**src/rtl/xif_coproc_mux_if.sv**
```systemverilog
// Bundle of core-side and coprocessor-side issue/commit/result signals for
// the coprocessor multiplexer. The mux itself uses the slave view; whatever
// drives the core requests and models the coprocessors uses the master view.
interface xif_coproc_mux_if #(
    parameter int NUM_CP    = 2,
    parameter int ID_W      = 4,
    parameter int PAYLOAD_W = 96,
    parameter int RES_W     = 38
);
    // core-side issue
    logic                    c_issue_valid_i;
    logic                    c_issue_ready_o;
    logic [ID_W-1:0]         c_issue_id_i;
    logic [PAYLOAD_W-1:0]    c_issue_payload_i;
    logic                    c_issue_accept_o;
    // core-side commit
    logic                    c_commit_valid_i;
    logic [ID_W-1:0]         c_commit_id_i;
    logic                    c_commit_kill_i;
    // core-side result
    logic                    c_result_valid_o;
    logic                    c_result_ready_i;
    logic [ID_W-1:0]         c_result_id_o;
    logic [RES_W-1:0]        c_result_data_o;
    // coprocessor-side issue
    logic [NUM_CP-1:0]       cp_issue_valid_o;
    logic [NUM_CP-1:0]       cp_issue_ready_i;
    logic [NUM_CP-1:0]       cp_issue_accept_i;
    logic [ID_W-1:0]         cp_issue_id_o;
    logic [PAYLOAD_W-1:0]    cp_issue_payload_o;
    // coprocessor-side commit
    logic [NUM_CP-1:0]       cp_commit_valid_o;
    logic [ID_W-1:0]         cp_commit_id_o;
    logic                    cp_commit_kill_o;
    // coprocessor-side result, coprocessor k at slice k
    logic [NUM_CP-1:0]       cp_result_valid_i;
    logic [NUM_CP-1:0]       cp_result_ready_o;
    logic [NUM_CP*ID_W-1:0]  cp_result_id_i;
    logic [NUM_CP*RES_W-1:0] cp_result_data_i;

    modport slave (
        input  c_issue_valid_i, c_issue_id_i, c_issue_payload_i,
        input  c_commit_valid_i, c_commit_id_i, c_commit_kill_i,
        input  c_result_ready_i,
        input  cp_issue_ready_i, cp_issue_accept_i,
        input  cp_result_valid_i, cp_result_id_i, cp_result_data_i,
        output c_issue_ready_o, c_issue_accept_o,
        output c_result_valid_o, c_result_id_o, c_result_data_o,
        output cp_issue_valid_o, cp_issue_id_o, cp_issue_payload_o,
        output cp_commit_valid_o, cp_commit_id_o, cp_commit_kill_o,
        output cp_result_ready_o
    );

    modport master (
        output c_issue_valid_i, c_issue_id_i, c_issue_payload_i,
        output c_commit_valid_i, c_commit_id_i, c_commit_kill_i,
        output c_result_ready_i,
        output cp_issue_ready_i, cp_issue_accept_i,
        output cp_result_valid_i, cp_result_id_i, cp_result_data_i,
        input  c_issue_ready_o, c_issue_accept_o,
        input  c_result_valid_o, c_result_id_o, c_result_data_o,
        input  cp_issue_valid_o, cp_issue_id_o, cp_issue_payload_o,
        input  cp_commit_valid_o, cp_commit_id_o, cp_commit_kill_o,
        input  cp_result_ready_o
    );
endinterface

```
**src/rtl/xif_coproc_mux.sv**
```systemverilog
// Fans one core-side extension interface out to NUM_CP coprocessors.
// An owner table indexed by instruction ID remembers which coprocessor took
// each instruction so commits go to the owner only; per-coprocessor
// outstanding counters throttle offers; results are merged round-robin into
// a single registered result slot towards the core.
module xif_coproc_mux #(
    parameter int NUM_CP    = 2,
    parameter int ID_W      = 4,
    parameter int PAYLOAD_W = 96,
    parameter int RES_W     = 38,
    parameter int MAX_OUTST = 4
) (
    input  logic                  clk_i,
    input  logic                  rst_i,
    xif_coproc_mux_if.slave       bus,
    output logic                  busy_o
);
    localparam int DEPTH = 2 ** ID_W;
    localparam int CP_W  = (NUM_CP > 1) ? $clog2(NUM_CP) : 1;
    localparam int CNT_W = 4;

    logic [DEPTH-1:0] tbl_valid_q, tbl_valid_d;
    logic [CP_W-1:0]  tbl_owner_q [DEPTH];
    logic [CP_W-1:0]  tbl_owner_d [DEPTH];
    logic [CNT_W-1:0] outst_q [NUM_CP];
    logic [CNT_W-1:0] outst_d [NUM_CP];
    logic [CP_W-1:0]  rr_ptr_q, rr_ptr_d;
    logic             res_valid_q, res_valid_d;
    logic [ID_W-1:0]  res_id_q, res_id_d;
    logic [RES_W-1:0] res_data_q, res_data_d;

    logic [NUM_CP-1:0] masked;
    logic [NUM_CP-1:0] acc_vec;
    logic              id_busy;
    logic              offer;
    logic              issue_fire;
    logic [CP_W-1:0]   issue_owner;
    logic              commit_hit;
    logic              kill_fire;
    logic [CP_W-1:0]   commit_owner;
    logic              capture_en;
    logic              win_found;
    logic [CP_W-1:0]   winner;
    logic [CP_W-1:0]   scan_idx;
    logic              res_grant;
    logic [ID_W-1:0]   win_id;
    logic [RES_W-1:0]  win_data;
    logic              res_clear;

    assign id_busy    = tbl_valid_q[bus.c_issue_id_i];
    assign offer      = bus.c_issue_valid_i & ~id_busy;
    assign commit_hit = bus.c_commit_valid_i & tbl_valid_q[bus.c_commit_id_i];
    assign commit_owner = tbl_owner_q[bus.c_commit_id_i];
    assign kill_fire  = commit_hit & bus.c_commit_kill_i;

    assign bus.cp_issue_id_o      = bus.c_issue_id_i;
    assign bus.cp_issue_payload_o = bus.c_issue_payload_i;
    assign bus.cp_commit_id_o     = bus.c_commit_id_i;
    assign bus.cp_commit_kill_o   = bus.c_commit_kill_i;
    assign bus.c_result_valid_o   = res_valid_q;
    assign bus.c_result_id_o      = res_id_q;
    assign bus.c_result_data_o    = res_data_q;
    assign busy_o                 = (|tbl_valid_q) | res_valid_q;

    // Issue side: mask full coprocessors, wait for all unmasked ones, pick the lowest acceptor
    always_comb begin
        masked = '0;
        for (int k = 0; k < NUM_CP; k++) begin
            masked[k] = (outst_q[k] == CNT_W'(MAX_OUTST));
        end
        acc_vec              = bus.cp_issue_ready_i & bus.cp_issue_accept_i & ~masked;
        bus.cp_issue_valid_o = {NUM_CP{offer}} & ~masked;
        bus.c_issue_ready_o  = offer & (&(bus.cp_issue_ready_i | masked));
        bus.c_issue_accept_o = bus.c_issue_ready_o & (|acc_vec);
        issue_fire           = bus.c_issue_accept_o;
        issue_owner          = '0;
        for (int k = NUM_CP - 1; k >= 0; k--) begin
            if (acc_vec[k]) issue_owner = CP_W'(k);
        end
    end

    // Commit side: only a known ID reaches its owning coprocessor
    always_comb begin
        bus.cp_commit_valid_o = '0;
        if (commit_hit) bus.cp_commit_valid_o[commit_owner] = 1'b1;
    end

    // Result side: round-robin search starting at the pointer
    always_comb begin
        win_found = 1'b0;
        winner    = '0;
        scan_idx  = '0;
        for (int i = 0; i < NUM_CP; i++) begin
            scan_idx = CP_W'((int'(rr_ptr_q) + i) % NUM_CP);
            if (!win_found && bus.cp_result_valid_i[scan_idx]) begin
                win_found = 1'b1;
                winner    = scan_idx;
            end
        end
    end

    assign capture_en = ~res_valid_q | bus.c_result_ready_i;
    assign res_grant  = win_found & capture_en;
    assign win_id     = bus.cp_result_id_i[int'(winner)*ID_W +: ID_W];
    assign win_data   = bus.cp_result_data_i[int'(winner)*RES_W +: RES_W];
    // a kill of the same entry in the same cycle already frees it, so do not count it twice
    assign res_clear  = res_grant & tbl_valid_q[win_id] & (tbl_owner_q[win_id] == winner)
                      & ~(kill_fire & (bus.c_commit_id_i == win_id));

    // Grant the winning coprocessor its ready only when the slot can take the result
    always_comb begin
        bus.cp_result_ready_o = '0;
        if (res_grant) bus.cp_result_ready_o[winner] = 1'b1;
    end

    // Next-state for the owner table, counters, round-robin pointer and result slot
    always_comb begin
        tbl_valid_d = tbl_valid_q;
        tbl_owner_d = tbl_owner_q;
        if (issue_fire) begin
            tbl_valid_d[bus.c_issue_id_i] = 1'b1;
            tbl_owner_d[bus.c_issue_id_i] = issue_owner;
        end
        if (kill_fire) tbl_valid_d[bus.c_commit_id_i] = 1'b0;
        if (res_clear) tbl_valid_d[win_id] = 1'b0;
        for (int k = 0; k < NUM_CP; k++) begin
            outst_d[k] = outst_q[k]
                       + CNT_W'(issue_fire && (issue_owner == CP_W'(k)))
                       - CNT_W'(kill_fire && (commit_owner == CP_W'(k)))
                       - CNT_W'(res_clear && (winner == CP_W'(k)));
        end
        rr_ptr_d    = rr_ptr_q;
        res_valid_d = res_valid_q;
        res_id_d    = res_id_q;
        res_data_d  = res_data_q;
        if (res_grant) begin
            rr_ptr_d    = (winner == CP_W'(NUM_CP - 1)) ? '0 : winner + 1'b1;
            res_valid_d = 1'b1;
            res_id_d    = win_id;
            res_data_d  = win_data;
        end else if (bus.c_result_ready_i) begin
            res_valid_d = 1'b0;
        end
    end

    // State registers with synchronous reset that drops all in-flight bookkeeping
    always_ff @(posedge clk_i) begin
        if (rst_i) begin
            tbl_valid_q <= '0;
            for (int i = 0; i < DEPTH; i++) tbl_owner_q[i] <= '0;
            for (int k = 0; k < NUM_CP; k++) outst_q[k] <= '0;
            rr_ptr_q    <= '0;
            res_valid_q <= 1'b0;
            res_id_q    <= '0;
            res_data_q  <= '0;
        end else begin
            tbl_valid_q <= tbl_valid_d;
            tbl_owner_q <= tbl_owner_d;
            outst_q     <= outst_d;
            rr_ptr_q    <= rr_ptr_d;
            res_valid_q <= res_valid_d;
            res_id_q    <= res_id_d;
            res_data_q  <= res_data_d;
        end
    end
endmodule

```
**src/flat_wrapper.sv**
```systemverilog
// flat-port wrapper written by rule: the top's interface ports become plain ports
module xif_coproc_mux_flat 
#(
    parameter int NUM_CP    = 2,
    parameter int ID_W      = 4,
    parameter int PAYLOAD_W = 96,
    parameter int RES_W     = 38,
    parameter int MAX_OUTST = 4
)
  (clk_i, rst_i, busy_o, bus_c_issue_valid_i, bus_c_issue_id_i, bus_c_issue_payload_i, bus_c_commit_valid_i, bus_c_commit_id_i, bus_c_commit_kill_i, bus_c_result_ready_i, bus_cp_issue_ready_i, bus_cp_issue_accept_i, bus_cp_result_valid_i, bus_cp_result_id_i, bus_cp_result_data_i, bus_c_issue_ready_o, bus_c_issue_accept_o, bus_c_result_valid_o, bus_c_result_id_o, bus_c_result_data_o, bus_cp_issue_valid_o, bus_cp_issue_id_o, bus_cp_issue_payload_o, bus_cp_commit_valid_o, bus_cp_commit_id_o, bus_cp_commit_kill_o, bus_cp_result_ready_o);
  xif_coproc_mux_if #(.NUM_CP(NUM_CP), .ID_W(ID_W), .PAYLOAD_W(PAYLOAD_W), .RES_W(RES_W)) bus_i ();
  input  logic clk_i;
  input  logic rst_i;
  output logic busy_o;
  input wire logic [$bits(bus_i.c_issue_valid_i)-1:0] bus_c_issue_valid_i;
  input wire logic [$bits(bus_i.c_issue_id_i)-1:0] bus_c_issue_id_i;
  input wire logic [$bits(bus_i.c_issue_payload_i)-1:0] bus_c_issue_payload_i;
  input wire logic [$bits(bus_i.c_commit_valid_i)-1:0] bus_c_commit_valid_i;
  input wire logic [$bits(bus_i.c_commit_id_i)-1:0] bus_c_commit_id_i;
  input wire logic [$bits(bus_i.c_commit_kill_i)-1:0] bus_c_commit_kill_i;
  input wire logic [$bits(bus_i.c_result_ready_i)-1:0] bus_c_result_ready_i;
  input wire logic [$bits(bus_i.cp_issue_ready_i)-1:0] bus_cp_issue_ready_i;
  input wire logic [$bits(bus_i.cp_issue_accept_i)-1:0] bus_cp_issue_accept_i;
  input wire logic [$bits(bus_i.cp_result_valid_i)-1:0] bus_cp_result_valid_i;
  input wire logic [$bits(bus_i.cp_result_id_i)-1:0] bus_cp_result_id_i;
  input wire logic [$bits(bus_i.cp_result_data_i)-1:0] bus_cp_result_data_i;
  output wire logic [$bits(bus_i.c_issue_ready_o)-1:0] bus_c_issue_ready_o;
  output wire logic [$bits(bus_i.c_issue_accept_o)-1:0] bus_c_issue_accept_o;
  output wire logic [$bits(bus_i.c_result_valid_o)-1:0] bus_c_result_valid_o;
  output wire logic [$bits(bus_i.c_result_id_o)-1:0] bus_c_result_id_o;
  output wire logic [$bits(bus_i.c_result_data_o)-1:0] bus_c_result_data_o;
  output wire logic [$bits(bus_i.cp_issue_valid_o)-1:0] bus_cp_issue_valid_o;
  output wire logic [$bits(bus_i.cp_issue_id_o)-1:0] bus_cp_issue_id_o;
  output wire logic [$bits(bus_i.cp_issue_payload_o)-1:0] bus_cp_issue_payload_o;
  output wire logic [$bits(bus_i.cp_commit_valid_o)-1:0] bus_cp_commit_valid_o;
  output wire logic [$bits(bus_i.cp_commit_id_o)-1:0] bus_cp_commit_id_o;
  output wire logic [$bits(bus_i.cp_commit_kill_o)-1:0] bus_cp_commit_kill_o;
  output wire logic [$bits(bus_i.cp_result_ready_o)-1:0] bus_cp_result_ready_o;
  assign bus_i.c_issue_valid_i = bus_c_issue_valid_i;
  assign bus_i.c_issue_id_i = bus_c_issue_id_i;
  assign bus_i.c_issue_payload_i = bus_c_issue_payload_i;
  assign bus_i.c_commit_valid_i = bus_c_commit_valid_i;
  assign bus_i.c_commit_id_i = bus_c_commit_id_i;
  assign bus_i.c_commit_kill_i = bus_c_commit_kill_i;
  assign bus_i.c_result_ready_i = bus_c_result_ready_i;
  assign bus_i.cp_issue_ready_i = bus_cp_issue_ready_i;
  assign bus_i.cp_issue_accept_i = bus_cp_issue_accept_i;
  assign bus_i.cp_result_valid_i = bus_cp_result_valid_i;
  assign bus_i.cp_result_id_i = bus_cp_result_id_i;
  assign bus_i.cp_result_data_i = bus_cp_result_data_i;
  assign bus_c_issue_ready_o = bus_i.c_issue_ready_o;
  assign bus_c_issue_accept_o = bus_i.c_issue_accept_o;
  assign bus_c_result_valid_o = bus_i.c_result_valid_o;
  assign bus_c_result_id_o = bus_i.c_result_id_o;
  assign bus_c_result_data_o = bus_i.c_result_data_o;
  assign bus_cp_issue_valid_o = bus_i.cp_issue_valid_o;
  assign bus_cp_issue_id_o = bus_i.cp_issue_id_o;
  assign bus_cp_issue_payload_o = bus_i.cp_issue_payload_o;
  assign bus_cp_commit_valid_o = bus_i.cp_commit_valid_o;
  assign bus_cp_commit_id_o = bus_i.cp_commit_id_o;
  assign bus_cp_commit_kill_o = bus_i.cp_commit_kill_o;
  assign bus_cp_result_ready_o = bus_i.cp_result_ready_o;
  xif_coproc_mux #(.NUM_CP(NUM_CP), .ID_W(ID_W), .PAYLOAD_W(PAYLOAD_W), .RES_W(RES_W), .MAX_OUTST(MAX_OUTST)) u_core (.clk_i(clk_i), .rst_i(rst_i), .bus(bus_i), .busy_o(busy_o));
endmodule
```
**config.mk**
```make
export PLATFORM = sky130hd
export DESIGN_NAME = xif_coproc_mux_flat
export DESIGN_NICKNAME = d
export VERILOG_FILES = /design/src/rtl/xif_coproc_mux_if.sv /design/src/rtl/xif_coproc_mux.sv /design/src/flat_wrapper.sv
export SDC_FILE = /design/constraint.sdc
export NUM_CORES = 1
export LEC_CHECK = 0
export ABC_AREA = 1
export BUFFER_PORTS_ARGS = -buffer_cell sky130_fd_sc_hd__buf_2
export CAP_MARGIN = 30
export CORE_AREA = 2 2 138 140
export DETAILED_ROUTE_END_ITERATION = 10
export DIE_AREA = 0 0 140 142
export HOLD_SLACK_MARGIN = 0.1
export PLACE_DENSITY_LB_ADDON = 0.12
export SLEW_MARGIN = 10
export SYNTH_ARGS = -nofsm -noshare
export SYNTH_HDL_FRONTEND = slang
export SYNTH_SLANG_ARGS = --single-unit
```
**constraint.sdc**
```tcl
create_clock -name clk_i -period 6.4 [get_ports clk_i]
set_input_delay 1.28 -clock clk_i [delete_from_list [all_inputs] [get_ports clk_i]]
set_output_delay 1.28 -clock clk_i [all_outputs]
set_load 0.005 [all_outputs]
```
== Word level (Yosys, flattened, before mapping) ==
Cells that the tools add are included.
Word-level totals
  RAM bits: 0
  ROM bits: 0
  memories: 0
  bits of input ports: 200
  output and inout bits: 157
  bits in latches: 0
  register bits after elaboration: 84
Cells by class
  muxes and demuxes: 43
  magnitude comparators: 16
  multipliers: 1
  equality and inequality tests: 4
  shift-type cells: 2
  divide/modulo/power cells: 0
  reductions and logical operators: 18
  add/sub/neg operators: 8
  bitwise logic cells: 31
Operators by type and width (count)
  $shiftx A76 B32 Y38: 1
  $mux W16: 3
  $and A16 B16 Y16: 2
  $not A16 Y16: 2
  $mux W1: 26
  $bmux W1 S4: 5
  $bwmux W16: 1
  $demux W1 S4: 4
  $or A16 B16 Y16: 1
  $reduce_or A16 Y1: 1
  $sub A4 B1 Y4: 4
  $ge A5 B5 Y1 const B: 3
  $lt A4 B5 Y1 const B: 3
  $not A4 Y5: 3
  $logic_and A1 B1 Y1: 13
  $ge A4 B1 Y1 const B: 3
  $and A1 B1 Y1: 10
  $add A4 B1 Y4: 2
  $eq A4 B3 Y1 const B: 2
  $lt A1 B2 Y1 const B: 4
  $shiftx A8 B4 Y4: 1
  $and A2 B2 Y2: 3
  $mul A1 B5 Y6 const B: 1
  $not A1 Y1: 6
  other kinds (14): 19

== Longest topological paths before layout ==
  word-level depth: 16
  mapped depth: 25
  gate-level depth less buffers: 24

== Least setup slack after synthesis ==
No wires, ideal clock.
  path type: input to register
  start: input bus_cp_result_valid_i[1]
  end: register u_core.outst_q[7] (netlist bit)
  buffers on the path: 1
  arrival: 4.044 ns
  data required time: 6.272 ns
  path slack: 2.229 ns
  cell stages on the path: 21
  library setup time: 0.128 ns
  path through: buf_4 > a21boi_4 > nand2_1 > nand2_1 > inv_1 > nor2_1 > nand2_1 > nand2_2 > nor2_2 > nand2_4 > and3_1 > nand2_1 > fa_1 > inv_1 > ha_1 > inv_1 > ha_1 > inv_1 > fa_1 > xor2_1 > nor2_1
On the way
  longest elaborated chain between the ends: 16
  elaborated cells on any way between the ends: 28
  classes of those cells: add/sub (1); eq/ne (2); shift (1); mux (13); bitwise (8); reduce/logical (3)
RTL lines
  start, declared: line flat_wrapper.sv:24  | input wire logic [$bits(bus_i.cp_result_valid_i)-1:0] bus_cp_result_valid_i;
  $mux W1 (implied by the code) (2 in series): line xif_coproc_mux.sv:95  | if (!win_found && bus.cp_result_valid_i[scan_idx]) begin
  $mux W1: line xif_coproc_mux.sv:95
  $logic_not A1 Y1: line xif_coproc_mux.sv:95
  $logic_and A1 B1 Y1: line xif_coproc_mux.sv:95
  $mux W1: line xif_coproc_mux.sv:95
  $shiftx A8 B4 Y4: line xif_coproc_mux.sv:104  | assign win_id = bus.cp_result_id_i[int'(winner)*ID_W +: ID_W];
  $not A4 Y5 (implied by the code): line xif_coproc_mux.sv:107  | assign res_clear = res_grant & tbl_valid_q[win_id] & (tbl_owner_q[win_id] == winner)
  $bmux W1 S4: line xif_coproc_mux.sv:107
  $mux W1 (implied by the code) (2 in series): line xif_coproc_mux.sv:107
  $eq A1 B1 Y1: line xif_coproc_mux.sv:107
  $and A1 B1 Y1: line xif_coproc_mux.sv:107
  $and A1 B1 Y1: line xif_coproc_mux.sv:108  | & ~(kill_fire & (bus.c_commit_id_i == win_id));
  $logic_and A1 B1 Y1 (*): line xif_coproc_mux.sv:130  | - CNT_W'(res_clear && (winner == CP_W'(k)));
  $sub A4 B1 Y4 (*): line xif_coproc_mux.sv:130
  end signal, assigned: line xif_coproc_mux.sv:159  | outst_q <= outst_d;
  end, declared: line xif_coproc_mux.sv:25  | logic [CNT_W-1:0] outst_q [NUM_CP];
Mark *: on every way between the ends. The rest lies on a longest branch, timed or not. The select of a mux whose other input is x is not followed.
A chain may end at the register's enable or synchronous reset.

== Worst setup path in the final report ==
  start: input bus_cp_result_valid_i[0]
  end: register u_core.outst_q[7] (netlist bit)
Same word-level chain as after synthesis.

==> flow_summary.yaml <==
worst_setup_path:
  cp.required_ns: 6.62
  cp_cell_sequence: "buf_2 -> nand2_4 -> nand2_8 -> nand2_2 -> nand2_2 -> nand2_1 -> nor2_1 -> nor2_1 -> nand2_1 -> nand2_1 -> nand3_2 -> nor2_4 -> and3_1 -> nand2_1 -> fa_1 -> inv_1 -> ha_1 -> inv_1 -> ha_1 -> inv_1 -> fa_1 -> xor2_1 -> nor2_1"
  cp_common_cell: "nand2_1"
  end_kind: "register"
  slowest_delay_ns: 0.39
  arrival_ns: 4.77
  cp_slowest_cell: "fa_1"
  setup.worst_path.start_class: "input port"
  path_class: "in2reg"
  crit_path_max_fanout: 17
sta:
  finClkSkew_ns: 0.005431
  finalHoldWorstSlack_ns: 0.4716
  worst_slew_pin_slew_ns: 0.7372
  fin_crit_sh_pct: 71.11
  fin_setup_tns_ns: 0
  drv_slew: 0
  hold_violations: 0
  relSlewSlack_pct: 50.85
  setup_viol: 0
  fmax_ghz: 0.2197
  rsz0062_at_grt: "no"
  fin_crit_ns: 4.551
yosys:
  synth_edf_count: 0
  synth-seq-area-share_pct: 27.81
  synth_area_leaders: "dfxtp_1, nand2_1, buf_4, inv_1, nor2_1"
  synthTopCellsByCount: "nand2_1, buf_4, inv_1, dfxtp_1, nor2_1"
  ys_warn_count: 0
  yosys.cell_types.count: 37
  syn_avg_cell_area_um2: 6.359
  synth_fp_nets: 1163
  synth-seq-cells: 84
  netlist_instances: 951
  ys.flop_type: "dfxtp_1"
  yosysTopAreaCell: "dfxtp_1"
  yosysTopAreaCellShare_pct: 27.81
  synth_area_mm2: 0.006047
  async_reset_ff_share_pct: 0
  synth.most_common_cell: "nand2_1"
route:
  drt_wl_total_mm: 19.94
  routed_via_density: 4.897
  wl_per_cell_um: 16.22
  drc: 18
  ant_nets: 0
  vias: 6019
  firstDrtPassIters: 9
  drtIter0Drc: 464
floorplanning:
  start_util_pct: 32.77
  row_count: 50
  pin_count: 357
  die-height_um: 142
  core_mm2: 0.01846
  die_x_um: 140
  die_area_mm2: 0.01988
finish:
  area_growth_syn_to_layout_pct: 8.007
  drive_gt1_share_pct: 21.31
  n_fill_cell: 2070
  final_core_util_pct: 35.39
  diodes: 0
  nets: 1202
  final_cells: 1229
grt:
  antenna_found_initial: 0
  grt_util_all_layers_pct: 19.96
  grt_pass1_wl_mm: 31.06
  first_global_vias: 5706
  grt-ovfl-total: 0
  grt_max_degree: 65
clock_network:
  cts_sinks: 84
  clk_latency_ns: 0.35
  clk_pin_slew_ns: 0.07
  root_buffer: "clkbuf_16"
  cts_hold_buf: 0
  cts_buffers: 9
  cts_resized: 0
  htree_levels: 3
  cts_tree: "yes"
  post_cts_buffers: 0
  cts.path.max_buffers: 2
pwr:
  p_per_area_mw_per_mm2: 223.4
  p_leak_nw: 3.161
  peakVddDrop_v: 0.0001544
status:
  violations: "DRC"
  status: "finished, violations left"
placed_design:
  placedCellCount: 1213
  place.gp.congestion: 0.8823
  dpl.hpwl_mm: 15.15
  port_buffers: 164
min_path:
  hp-class: "reg2reg"
job:
  drv_cap: 0
-- critical path, delay by kind of cell --
kind,cells,cell delay (ns)
simple gates,14,1.88
fa+ha+maj,4,1.11
buf+inv,4,0.32
xor+xnor,1,0.17
-- state kept, by name, indices dropped and copies added, names as in the netlist --
register / flops
u_core.tbl_valid_q: 16
u_core.tbl_owner_q: 16
u_core.bus.c_result_id_o: 4
u_core.bus.c_result_valid_o: 1
u_core.rr_ptr_q: 1
u_core.outst_q: 8
u_core.bus.c_result_data_o: 38
-- kinds of logic after synthesis --
logic type,share of synthesized area (%)
AND/OR/NAND/NOR,34.97
buffers and inverters,22.86
XOR/XNOR,0.2897
AO/OA/AOI/OAI,11.09
flip-flops,27.81
adder cells (fa/ha/maj),2.980
-- through the flow --
step	power (mW)	setup WS, ns	cell area [µm²]
final	1.459	1.849	6531
after floorplan	0.8586	2.229	6047
after detailed placement	0.9280	1.440	6233
after global routing	1.545	1.560	6531
after CTS	1.477	1.832	6531
after global placement	0.9308	1.446	6233
-- where the power goes --
group / switching, mW / total [mW] / internal (mW)
combinational: 0.216 / 0.338 / 0.121
sequential: 0.0185 / 0.576 / 0.558
clock: 0.241 / 0.545 / 0.304
-- worst paths after layout --
path | endpoint | start | cells past startpoint | slack, ns
min | u_core.tbl_owner_q[9] | u_core.tbl_owner_q[9] | 2 | 0.47
max reg2reg | u_core.outst_q[7] | u_core.rr_ptr_q | 23 | 2.55
min reg2reg | u_core.tbl_owner_q[9] | u_core.tbl_owner_q[9] | 2 | 0.47
max | u_core.outst_q[7] | bus_cp_result_valid_i[0] | 23 | 1.85
-- placed cells by master (no fill, tap or decap), types with 3 or more instances in the layout --
cell type  count
buf_2        164
clkbuf_16      9
nand2_4        3
nand2_1      317
nand4_1       36
fa_1           4
nor2_2         4
nand3_1       35
inv_1        106
ha_1           8
nor2_4         3
o22ai_1       11
nor2_1        70
a21oi_1       36
o21ai_1        6
nand2_2        8
dfxtp_1       84
a31oi_1       39
o21ai_0       17
nor3_1         4
buf_4          4
-- layout make-up --
class	instances	area (µm²)	area share [%]
multi-input cells	618	2999	45.92
repair buffers	168	850.8	13.03
well taps	234	292.8	4.483
clock inverters	7	72.57	1.111
inverters	109	409.1	6.264
flip-flops and latches	84	1682	25.75
clock buffers	9	225.2	3.448
-- routing by layer --
layer | global-route usage [%] | part of all wire [%]
met1 | 25.06 | 44
met2 | 33.39 | 47
met3 | 5.283 | 7.1
met4 | 6.805 | 2.2
met5 | 0 | 0
No activity file was read; power rests on OpenSTA's default activity.
